--- src/rtl/fp_mul_if.sv ---
// Operand/result bundle for the floating-point multiplier.
// Ports: flp_a/flp_b packed operands {sign, exp, frac}; sign/exponent/prod result fields.
// master drives operands and reads results; slave is the multiplier side.
interface fp_mul_if #(
  parameter int EXPONENT_WIDTH = 8,
  parameter int MANTISSA_WIDTH = 23
);
  localparam int W = 1 + EXPONENT_WIDTH + MANTISSA_WIDTH;

  logic [W-1:0]              flp_a;
  logic [W-1:0]              flp_b;
  logic                      sign;
  logic [EXPONENT_WIDTH-1:0] exponent;
  logic [MANTISSA_WIDTH-1:0] prod;

  modport master (output flp_a, flp_b, input sign, exponent, prod);
  modport slave  (input flp_a, flp_b, output sign, exponent, prod);
endinterface

--- src/rtl/fp_mul.sv ---
// IEEE-754-style multiplier (RNE, flush-to-zero, quiet-NaN), result as separate fields.
// Latency 1 cycle, throughput 1 operand pair per cycle.
// No backpressure: operands are taken every cycle and outputs hold until the next edge.
// Ports: clk, rst (sync, active high); mul_io.slave carries flp_a/flp_b in and
// sign/exponent/prod out.
module fp_mul #(
  parameter int EXPONENT_WIDTH = 8,
  parameter int MANTISSA_WIDTH = 23
) (
  input  logic   clk,
  input  logic   rst,
  fp_mul_if.slave mul_io
);
  localparam int E = EXPONENT_WIDTH;
  localparam int M = MANTISSA_WIDTH;
  localparam int W = 1 + E + M;

  // Exponent math runs on E+2 bits and is read as two's complement so that
  // both underflow (negative) and overflow (> 2^E-1) remain visible.
  localparam logic [E+1:0] BIAS_X  = {3'b000, {(E-1){1'b1}}};
  localparam logic [E+1:0] EXP_MAX = {2'b00, {E{1'b1}}};
  localparam logic [M-1:0] QNAN    = {1'b1, {(M-1){1'b0}}};

  logic [W-1:0] a, b;
  logic         a_s, b_s;
  logic [E-1:0] ea, eb;
  logic [M-1:0] fa, fb;
  logic         a_zero, b_zero, a_inf, b_inf, a_nan, b_nan;

  assign a   = mul_io.flp_a;
  assign b   = mul_io.flp_b;
  assign a_s = a[W-1];
  assign b_s = b[W-1];
  assign ea  = a[W-2:M];
  assign eb  = b[W-2:M];
  assign fa  = a[M-1:0];
  assign fb  = b[M-1:0];

  // A zero exponent counts as zero whatever the fraction: denormals are flushed.
  assign a_zero = (ea == '0);
  assign b_zero = (eb == '0);
  assign a_inf  = (ea == '1) && (fa == '0);
  assign b_inf  = (eb == '1) && (fb == '0);
  assign a_nan  = (ea == '1) && (fa != '0);
  assign b_nan  = (eb == '1) && (fb != '0);

  // Significand product, 1.x * 1.x lands in [1, 4).
  logic [2*M+1:0] prod_full;
  logic           norm_hi;
  logic [2*M:0]   norm;
  logic [M-1:0]   mant;
  logic           guard, sticky, round_up;
  logic [M:0]     mant_r;
  logic [E+1:0]   exp_f;
  logic           ovf, unf;

  assign prod_full = {{(M+1){1'b0}}, 1'b1, fa} * {{(M+1){1'b0}}, 1'b1, fb};
  assign norm_hi   = prod_full[2*M+1];
  // Align so the hidden bit sits just above norm's MSB in both cases.
  assign norm      = norm_hi ? prod_full[2*M:0] : {prod_full[2*M-1:0], 1'b0};
  assign mant      = norm[2*M:M+1];
  assign guard     = norm[M];
  assign sticky    = |norm[M-1:0];
  assign round_up  = guard & (sticky | mant[0]);
  // A carry out of the rounded fraction means 1.11..1 became 10.00..0; the
  // fraction bits are already all zero, so only the exponent needs bumping.
  assign mant_r    = {1'b0, mant} + {{M{1'b0}}, round_up};
  assign exp_f     = {2'b00, ea} + {2'b00, eb} - BIAS_X
                   + {{(E+1){1'b0}}, norm_hi} + {{(E+1){1'b0}}, mant_r[M]};
  assign ovf       = !exp_f[E+1] && (exp_f >= EXP_MAX);
  assign unf       = exp_f[E+1] || (exp_f == '0);

  logic         sign_d, sign_q;
  logic [E-1:0] exponent_d, exponent_q;
  logic [M-1:0] prod_d, prod_q;

  always_comb begin
    sign_d     = a_s ^ b_s;
    exponent_d = '0;
    prod_d     = '0;
    if (a_nan || b_nan || (a_inf && b_zero) || (b_inf && a_zero)) begin
      exponent_d = '1;
      prod_d     = QNAN;
    end else if (a_inf || b_inf || ovf) begin
      exponent_d = '1;
    end else if (a_zero || b_zero || unf) begin
      exponent_d = '0;
    end else begin
      exponent_d = exp_f[E-1:0];
      prod_d     = mant_r[M-1:0];
    end
  end

  always_ff @(posedge clk) begin
    if (rst) begin
      sign_q     <= 1'b0;
      exponent_q <= '0;
      prod_q     <= '0;
    end else begin
      sign_q     <= sign_d;
      exponent_q <= exponent_d;
      prod_q     <= prod_d;
    end
  end

  assign mul_io.sign     = sign_q;
  assign mul_io.exponent = exponent_q;
  assign mul_io.prod     = prod_q;
endmodule

--- src/flat_wrapper.sv ---
// flat-port wrapper written by rule: the top's interface ports become plain ports
module fp_mul_flat 
#(
  parameter int EXPONENT_WIDTH = 8,
  parameter int MANTISSA_WIDTH = 23
)
  (clk, rst, mul_io_flp_a, mul_io_flp_b, mul_io_sign, mul_io_exponent, mul_io_prod);
  fp_mul_if #(.EXPONENT_WIDTH(EXPONENT_WIDTH), .MANTISSA_WIDTH(MANTISSA_WIDTH)) mul_io_i ();
  input  logic clk;
  input  logic rst;
  input wire logic [$bits(mul_io_i.flp_a)-1:0] mul_io_flp_a;
  input wire logic [$bits(mul_io_i.flp_b)-1:0] mul_io_flp_b;
  output wire logic [$bits(mul_io_i.sign)-1:0] mul_io_sign;
  output wire logic [$bits(mul_io_i.exponent)-1:0] mul_io_exponent;
  output wire logic [$bits(mul_io_i.prod)-1:0] mul_io_prod;
  assign mul_io_i.flp_a = mul_io_flp_a;
  assign mul_io_i.flp_b = mul_io_flp_b;
  assign mul_io_sign = mul_io_i.sign;
  assign mul_io_exponent = mul_io_i.exponent;
  assign mul_io_prod = mul_io_i.prod;
  fp_mul #(.EXPONENT_WIDTH(EXPONENT_WIDTH), .MANTISSA_WIDTH(MANTISSA_WIDTH)) u_core (.clk(clk), .rst(rst), .mul_io(mul_io_i));
endmodule
--- config.mk ---
export PLATFORM = sky130hd
export DESIGN_NAME = fp_mul_flat
export DESIGN_NICKNAME = d
export VERILOG_FILES = /design/src/rtl/fp_mul_if.sv /design/src/rtl/fp_mul.sv /design/src/flat_wrapper.sv
export SDC_FILE = /design/constraint.sdc
export NUM_CORES = 2
export LEC_CHECK = 0
export ABC_AREA = 1
export CAP_MARGIN = 40
export CORE_ASPECT_RATIO = 0.75
export CORE_UTILIZATION = 40
export CTS_CLUSTER_DIAMETER = 50
export DETAILED_ROUTE_END_ITERATION = 8
export PLACE_DENSITY = 0.63
export SKIP_CTS_REPAIR_TIMING = 1
export SLEW_MARGIN = 25
export SYNTH_ARGS = -nofsm -noshare
export SYNTH_HDL_FRONTEND = slang
export SYNTH_SLANG_ARGS = --single-unit
--- constraint.sdc ---
create_clock -name clk -period 20 [get_ports clk]
set_input_delay 3 -clock clk [delete_from_list [all_inputs] [get_ports clk]]
set_output_delay 3 -clock clk [all_outputs]
set_load 0.03 [all_outputs]
---- Word level (Yosys, flattened, before mapping) ----
Cells that the tools add are included.
cells by class
  add/sub/neg operators ................... 5
  multiply operators ...................... 1
  div/mod/pow operators ................... 0
  $lt $le $gt $ge ......................... 1
  equality and inequality tests ........... 2
  shift-type cells ........................ 0
  mux-type cells .......................... 7
  bitwise logic cells ..................... 3
  reduce and logical (&&, ||, !) cells .... 25
operators with widths
  cell                                                                 number
  two-way mux 23 bit                                                   3
  multiplier 24 x 24 -> 48 bit                                         1
  two-way mux 47 bit                                                   1
  zero test 23 bit                                                     2
  nonzero test 23 bit                                                  2
  adder 23 x 1 -> 24 bit                                               1
  two-way mux 8 bit                                                    3
  OR reduction 23 bit                                                  1
  adder 10 x 1 -> 10 bit                                               2
  == test 8 bit (second input constant)                                2
  zero test 8 bit                                                      2
  greater-or-equal comparator 10 x 8 -> 1 bit (second input constant)  1
  zero test 10 bit                                                     1
  subtractor 10 x 7 -> 10 bit (second input constant)                  1
  adder 8 x 8 -> 9 bit                                                 1
  logical OR 1 bit                                                     8
  logical AND 1 bit                                                    7
  OR reduction 4 bit                                                   1
  bitwise AND 1 bit                                                    1
  zero test 1 bit                                                      1
  OR 1 bit                                                             1
  bitwise XOR 1 bit                                                    1
storage, ports and cells
  register bits ........................... 32
  bits in latches ......................... 0
  bits in writable memories ............... 0
  bits in read-only memories .............. 0
  input bits .............................. 66
  logic and storage cells ................. 48
  memories ................................ 0

---- Longest topological paths before layout ----
  depth after elaboration ................. 13
  gate-level depth with buffers ........... 57
  depth with buffers taken out ............ 54

---- Worst setup path before layout ----
Ideal clock, no wire load.
  kind .................................... in2reg
  start ................................... input port mul_io_flp_b[3]
  end ..................................... register u_core.exponent_q[0], in the netlist u_core.mul_io.exponent[0]
  arrival time ............................ 11.230 ns
  data required time ...................... 19.860 ns
  path slack .............................. 8.630 ns
  cell stages on the path ................. 51
  buffers on the path ..................... 2
  path through ............................ clkbuf_1 > clkbuf_1 > nand2_1 > fa_1 > inv_1 > fa_1 > inv_1 > fa_1 > inv_1 > fa_1 > inv_1 > fa_1 > inv_1 > fa_1 > inv_1 > fa_1 > inv_1 > ha_1 > [... 15 more ...] > nand2_4 > nor2_4 > nand3_1 > nor3_2 > ha_1 > fa_1 > inv_1 > nor2_1 > nand2_1 > nor3_1 > nand3_1 > xor2_1 > inv_1 > nand2_1 > nand2_1 > nand2_1 > o21ai_1 > o21ai_0
between the ends
  word-level cells in the longest chain between the ends .. 13
  elaborated cells between the ends (all ways) .. 27
RTL lines
  item                                                                                   line                RTL
  from (decl)                                                                            flat_wrapper.sv:12  input wire logic [$bits(mul_io_i.flp_b)-1:0] mul_io_flp_b;
  parallel branches: the longest is 12 deep, another holds multiplier 24 x 24 -> 48 bit  -
  two-way mux 8 bit (*)                                                                  fp_mul.sv:81        if (a_nan || b_nan || (a_inf && b_zero) || (b_inf && a_zero)) begin
  to (signal assigned)                                                                   fp_mul.sv:101       exponent_q <= exponent_d;
  to (decl)                                                                              fp_mul.sv:74        logic [E-1:0] exponent_d, exponent_q;
Every way passes the cells marked *.
A chain may end at the register's enable or synchronous reset.

---- Worst setup path in the final report ----
  start ................................... input port mul_io_flp_b[3]
  end ..................................... register u_core.prod_q[2], in the netlist u_core.mul_io.prod[2]
between the ends
  word-level cells in the longest chain between the ends .. 11
  elaborated cells between the ends (all ways) .. 25
RTL lines
  item                                                                       line                        RTL
  multiplier 24 x 24 -> 48 bit                                               fp_mul.sv:57                assign prod_full = {{(M+1){1'b0}}, 1'b1, fa} * {{(M+1){1'b0}}, 1'b1, fb};
  two-way mux 47 bit                                                         fp_mul.sv:60                assign norm = norm_hi ? prod_full[2*M:0] : {prod_full[2*M-1:0], 1'b0};
  OR reduction 23 bit                                                        fp_mul.sv:63                assign sticky = |norm[M-1:0];
  OR 1 bit                                                                   fp_mul.sv:64                assign round_up = guard & (sticky | mant[0]);
  bitwise AND 1 bit                                                          fp_mul.sv:64
  adder 23 x 1 -> 24 bit                                                     fp_mul.sv:67                assign mant_r = {1'b0, mant} + {{M{1'b0}}, round_up};
  adder 10 x 1 -> 10 bit                                                     fp_mul.sv:69                + {{(E+1){1'b0}}, norm_hi} + {{(E+1){1'b0}}, mant_r[M]};
  greater-or-equal comparator 10 x 8 -> 1 bit, or another cell as far along  fp_mul.sv:70                assign ovf = !exp_f[E+1] && (exp_f >= EXP_MAX);
  logical AND 1 bit or logical OR 1 bit (tied branches)                      fp_mul.sv:70, fp_mul.sv:71
  logical OR 1 bit (on tied branches)                                        fp_mul.sv:84, fp_mul.sv:86
  OR reduction 4 bit (no line)                                               -
  to (signal assigned)                                                       fp_mul.sv:102               prod_q <= prod_d;
  to (decl)                                                                  fp_mul.sv:75                logic [M-1:0] prod_d, prod_q;
Parallel ways exist; a longest one is shown, timed or not.

==> summary by stage <==
Outcome
The run finished with clean final reports.

Synthesis
The synthesized area is 0.0234 mm2. The Yosys step of the flow raised 0 warnings. The most used flip-flop cell after synthesis is sky130_fd_sc_hd__dfxtp_1. The number of enable flip-flop cells after synthesis is 0. In the synthesized netlist, the number of instances is 3,321.

For this run, the register share of the synthesized area comes to 2.74%. The total nets after synthesis is 4,058. Counting flops with an async set or reset pin after synthesis yields a share of 0%. Counting flops and latches in the post-synthesis netlist gives 32. Averaged over all synthesized cells, the footprint is 7.04 um2. The post-synthesis cell type count is 39.

Die
The area of the die is 0.0594 mm2. After floorplanning, the core was divided into 76 placement rows. The die span in x is 281 um. For this configuration, the core starts out at a cell density of 40.6%. The total core area is 0.0576 mm2. The I/O pin count is 98. The vertical die dimension is 211 um.

Route
The number of DRC markers in iteration 0 is 1,696. The per-cell via count in the routed design is 4.69. The detail route stage leaves a number of antenna-violating nets equal to 0. The iteration count of the initial detailed-routing pass is 5. In the routed design, unresolved DRC markers number 0. The final route contains 19,424 vias. After detailed routing, the total wire length is 64.2 mm. In the final routed layout, each cell accounts on average for 15.5 um.

CTS
The clock tree root buffer cell is sky130_fd_sc_hd__clkbuf_16. The maximum level of the CTS H-tree is 2. The clock passes through at most 2 buffers.

After clock tree synthesis, the clock-pin slew on the worst setup and hold paths is 50 ps. TritonCTS built the clock tree. Counting the buffers created by CTS gives 5.

The sink count of the clock tree is 32.

Setup path
The peak per-stage delay on the critical path is 830 ps. The element type at the critical path end is a flop. The worst setup path is launched from an input pin.

The type of the worst setup path is input pin to flop. Data arrives at the worst endpoint at 13,150 ps. Counting stages on the worst path, the most repeated cell is sky130_fd_sc_hd__nand2_1. The peak fanout along the critical path is 22.

Data on the critical path is required at its endpoint by 20,180 ps. The slowest cell on the critical path is sky130_fd_sc_hd__clkdlybuf4s50_1.

GRT
The combined global-route utilization of all metal layers is 22.9%. The via count of the first global-routing pass is 20,153. The largest net degree at the start of global routing is 26. The wire length of the first global-routing pass is 108 mm. For this run the aggregate overflow at the end of global routing stands at 0.

The number of antenna violations at the first check in global routing came to 0.

Timing
At the pin with the least slew margin, the transition time is 839 ps. The final-report max-slew violation count is 0. The final count of hold timing violations is 0. The maximum clock frequency is 0.0771 GHz. Setup repair after global routing left no endpoint under its margin.

The worst pin sits at a relative slew slack of 44.0%. After layout, the worst setup slack is 7040 ps. Setup violations remaining at the end of the flow were counted as 0. The post-route worst hold slack is 3360 ps. The worst path uses 64.8% of the clock period. The minimum clock period is 12,960 ps. The setup total negative slack is 0 ps.

Placement
The worst setup slack after placement is 6820 ps. After detailed placement, the total cell area comes to 0.0252 mm2. Input and output buffers added on the ports amount to 97.

The HPWL after detailed placement is 52.8 mm. The final weighted congestion in routability-driven placement is 0.966.

Cells and area
The number of antenna cells inserted is 0. The net count reported at finish is 4,094. From synthesis to final layout, the design area changed by 8.51%. The layout has 5,970 filler cells. In the final layout, the share of cells above drive strength 1 is 3.54%. The finished cells cover 0.0254 mm2.

Worst hold path
In this run the worst hold path is classified as input pin to flop.

Run
Max-cap violations in this run came to 0.
## cell usage in the layout, fill, tap and decap left out, types with 4 or more instances in the layout
cell                                 n
sky130_fd_sc_hd__nand3b_1            6
sky130_fd_sc_hd__clkdlybuf4s50_1    94
sky130_fd_sc_hd__o21ai_0            23
sky130_fd_sc_hd__fa_1              484
sky130_fd_sc_hd__ha_1              187
sky130_fd_sc_hd__xnor2_1            16
sky130_fd_sc_hd__clkbuf_16           5
sky130_fd_sc_hd__dfxtp_1            32
sky130_fd_sc_hd__nor3_1             15
sky130_fd_sc_hd__or2_2               4
sky130_fd_sc_hd__nand2_1           978
sky130_fd_sc_hd__nor4_1             18
sky130_fd_sc_hd__nor2_2             14
sky130_fd_sc_hd__nor2_4              5
sky130_fd_sc_hd__inv_2               6
sky130_fd_sc_hd__inv_1            1077
sky130_fd_sc_hd__o21bai_1            8
sky130_fd_sc_hd__nand3_1            73
sky130_fd_sc_hd__buf_4              42
sky130_fd_sc_hd__and2_1              4
sky130_fd_sc_hd__nor2_1            108
sky130_fd_sc_hd__xor2_1             27
sky130_fd_sc_hd__a21oi_1            55
sky130_fd_sc_hd__nand2_2            22
sky130_fd_sc_hd__nand4_1            21
## flip-flops by register name, summed over array words and instances (netlist names)
register and flops:
u_core.mul_io.prod 23, u_core.mul_io.sign 1, u_core.mul_io.exponent 8
## kinds of logic (layout without fill, tap and decap cells)
kind of cell,after synthesis,in the layout,share of synthesized area (%)
flip-flops,32,32,2.74
adder cells (fa/ha/maj),671,671,51.5
AO/OA/AOI/OAI,98,98,2.30
AND/OR/NAND/NOR,1283,1283,22.6
XOR/XNOR,43,43,1.61
buffers and inverters,1194,1231,19.3
## critical path: cells and delay by family
family / cells / cell delay [ps]
adder cells (fa/ha/maj): 10 / 4280
XOR/XNOR: 2 / 470
buffers and inverters: 12 / 1630
AO/OA/AOI/OAI: 1 / 150
AND/OR/NAND/NOR: 23 / 3600
## cell usage after synthesis (14+ instances only)
cell | count | area, um2
sky130_fd_sc_hd__xnor2_1 | 16 | 140
sky130_fd_sc_hd__fa_1 | 484 | 9690
sky130_fd_sc_hd__nand2_1 | 978 | 3670
sky130_fd_sc_hd__dfxtp_1 | 32 | 641
sky130_fd_sc_hd__a21oi_1 | 55 | 275
sky130_fd_sc_hd__nand2_2 | 22 | 138
sky130_fd_sc_hd__xor2_1 | 27 | 236
sky130_fd_sc_hd__nor2_2 | 14 | 87.6
sky130_fd_sc_hd__ha_1 | 187 | 2340
sky130_fd_sc_hd__inv_1 | 1077 | 4040
sky130_fd_sc_hd__nand3_1 | 73 | 365
sky130_fd_sc_hd__o21ai_0 | 23 | 115
sky130_fd_sc_hd__nor2_1 | 108 | 405
sky130_fd_sc_hd__clkbuf_1 | 106 | 398
sky130_fd_sc_hd__nor3_1 | 15 | 75.1
sky130_fd_sc_hd__nor4_1 | 18 | 113
sky130_fd_sc_hd__nand4_1 | 21 | 131
## per-layer routing
metal / up-vias / GRT usage, % / part of all wire [%]
met3: 28 / 2.57 / 7.9
met2: 671 / 34.7 / 42
met5: - / 0 / 0
met1: 9382 / 36.4 / 50
met4: 0 / 1.17 / 0.35
li1: 9343 / - / -
## metrics by stage
stage | cells | utilization [%]
after floorplan | 3321 | -
after global placement | 4129 | 43.7
after detailed placement | 4130 | 43.7
after CTS | 4138 | 44.0
after global routing | 4138 | 44.0
final | 4138 | 44.0
## final timing paths
path,startpoint,to,slack (ps),cells past startpoint
worst max-delay path,mul_io_flp_b[3],u_core.mul_io.prod[2],7040,48
worst min-delay path,mul_io_flp_a[31],u_core.mul_io.sign,3360,3
## cell type report
type                    instances  area, um2  share of cell area (%)
multi-input cells            2095      18200                    71.9
inverters                    1083       4070                    16.0
repair buffers                140       1290                    5.07
well taps                     780        976                    3.85
flip-flops and latches         32        641                    2.53
clock buffers                   6        129                   0.508
clock inverters                 2       35.0                   0.138
Power is not shown: default switching activity piles up to over one toggle a cycle in this logic, so the estimate is an artifact.
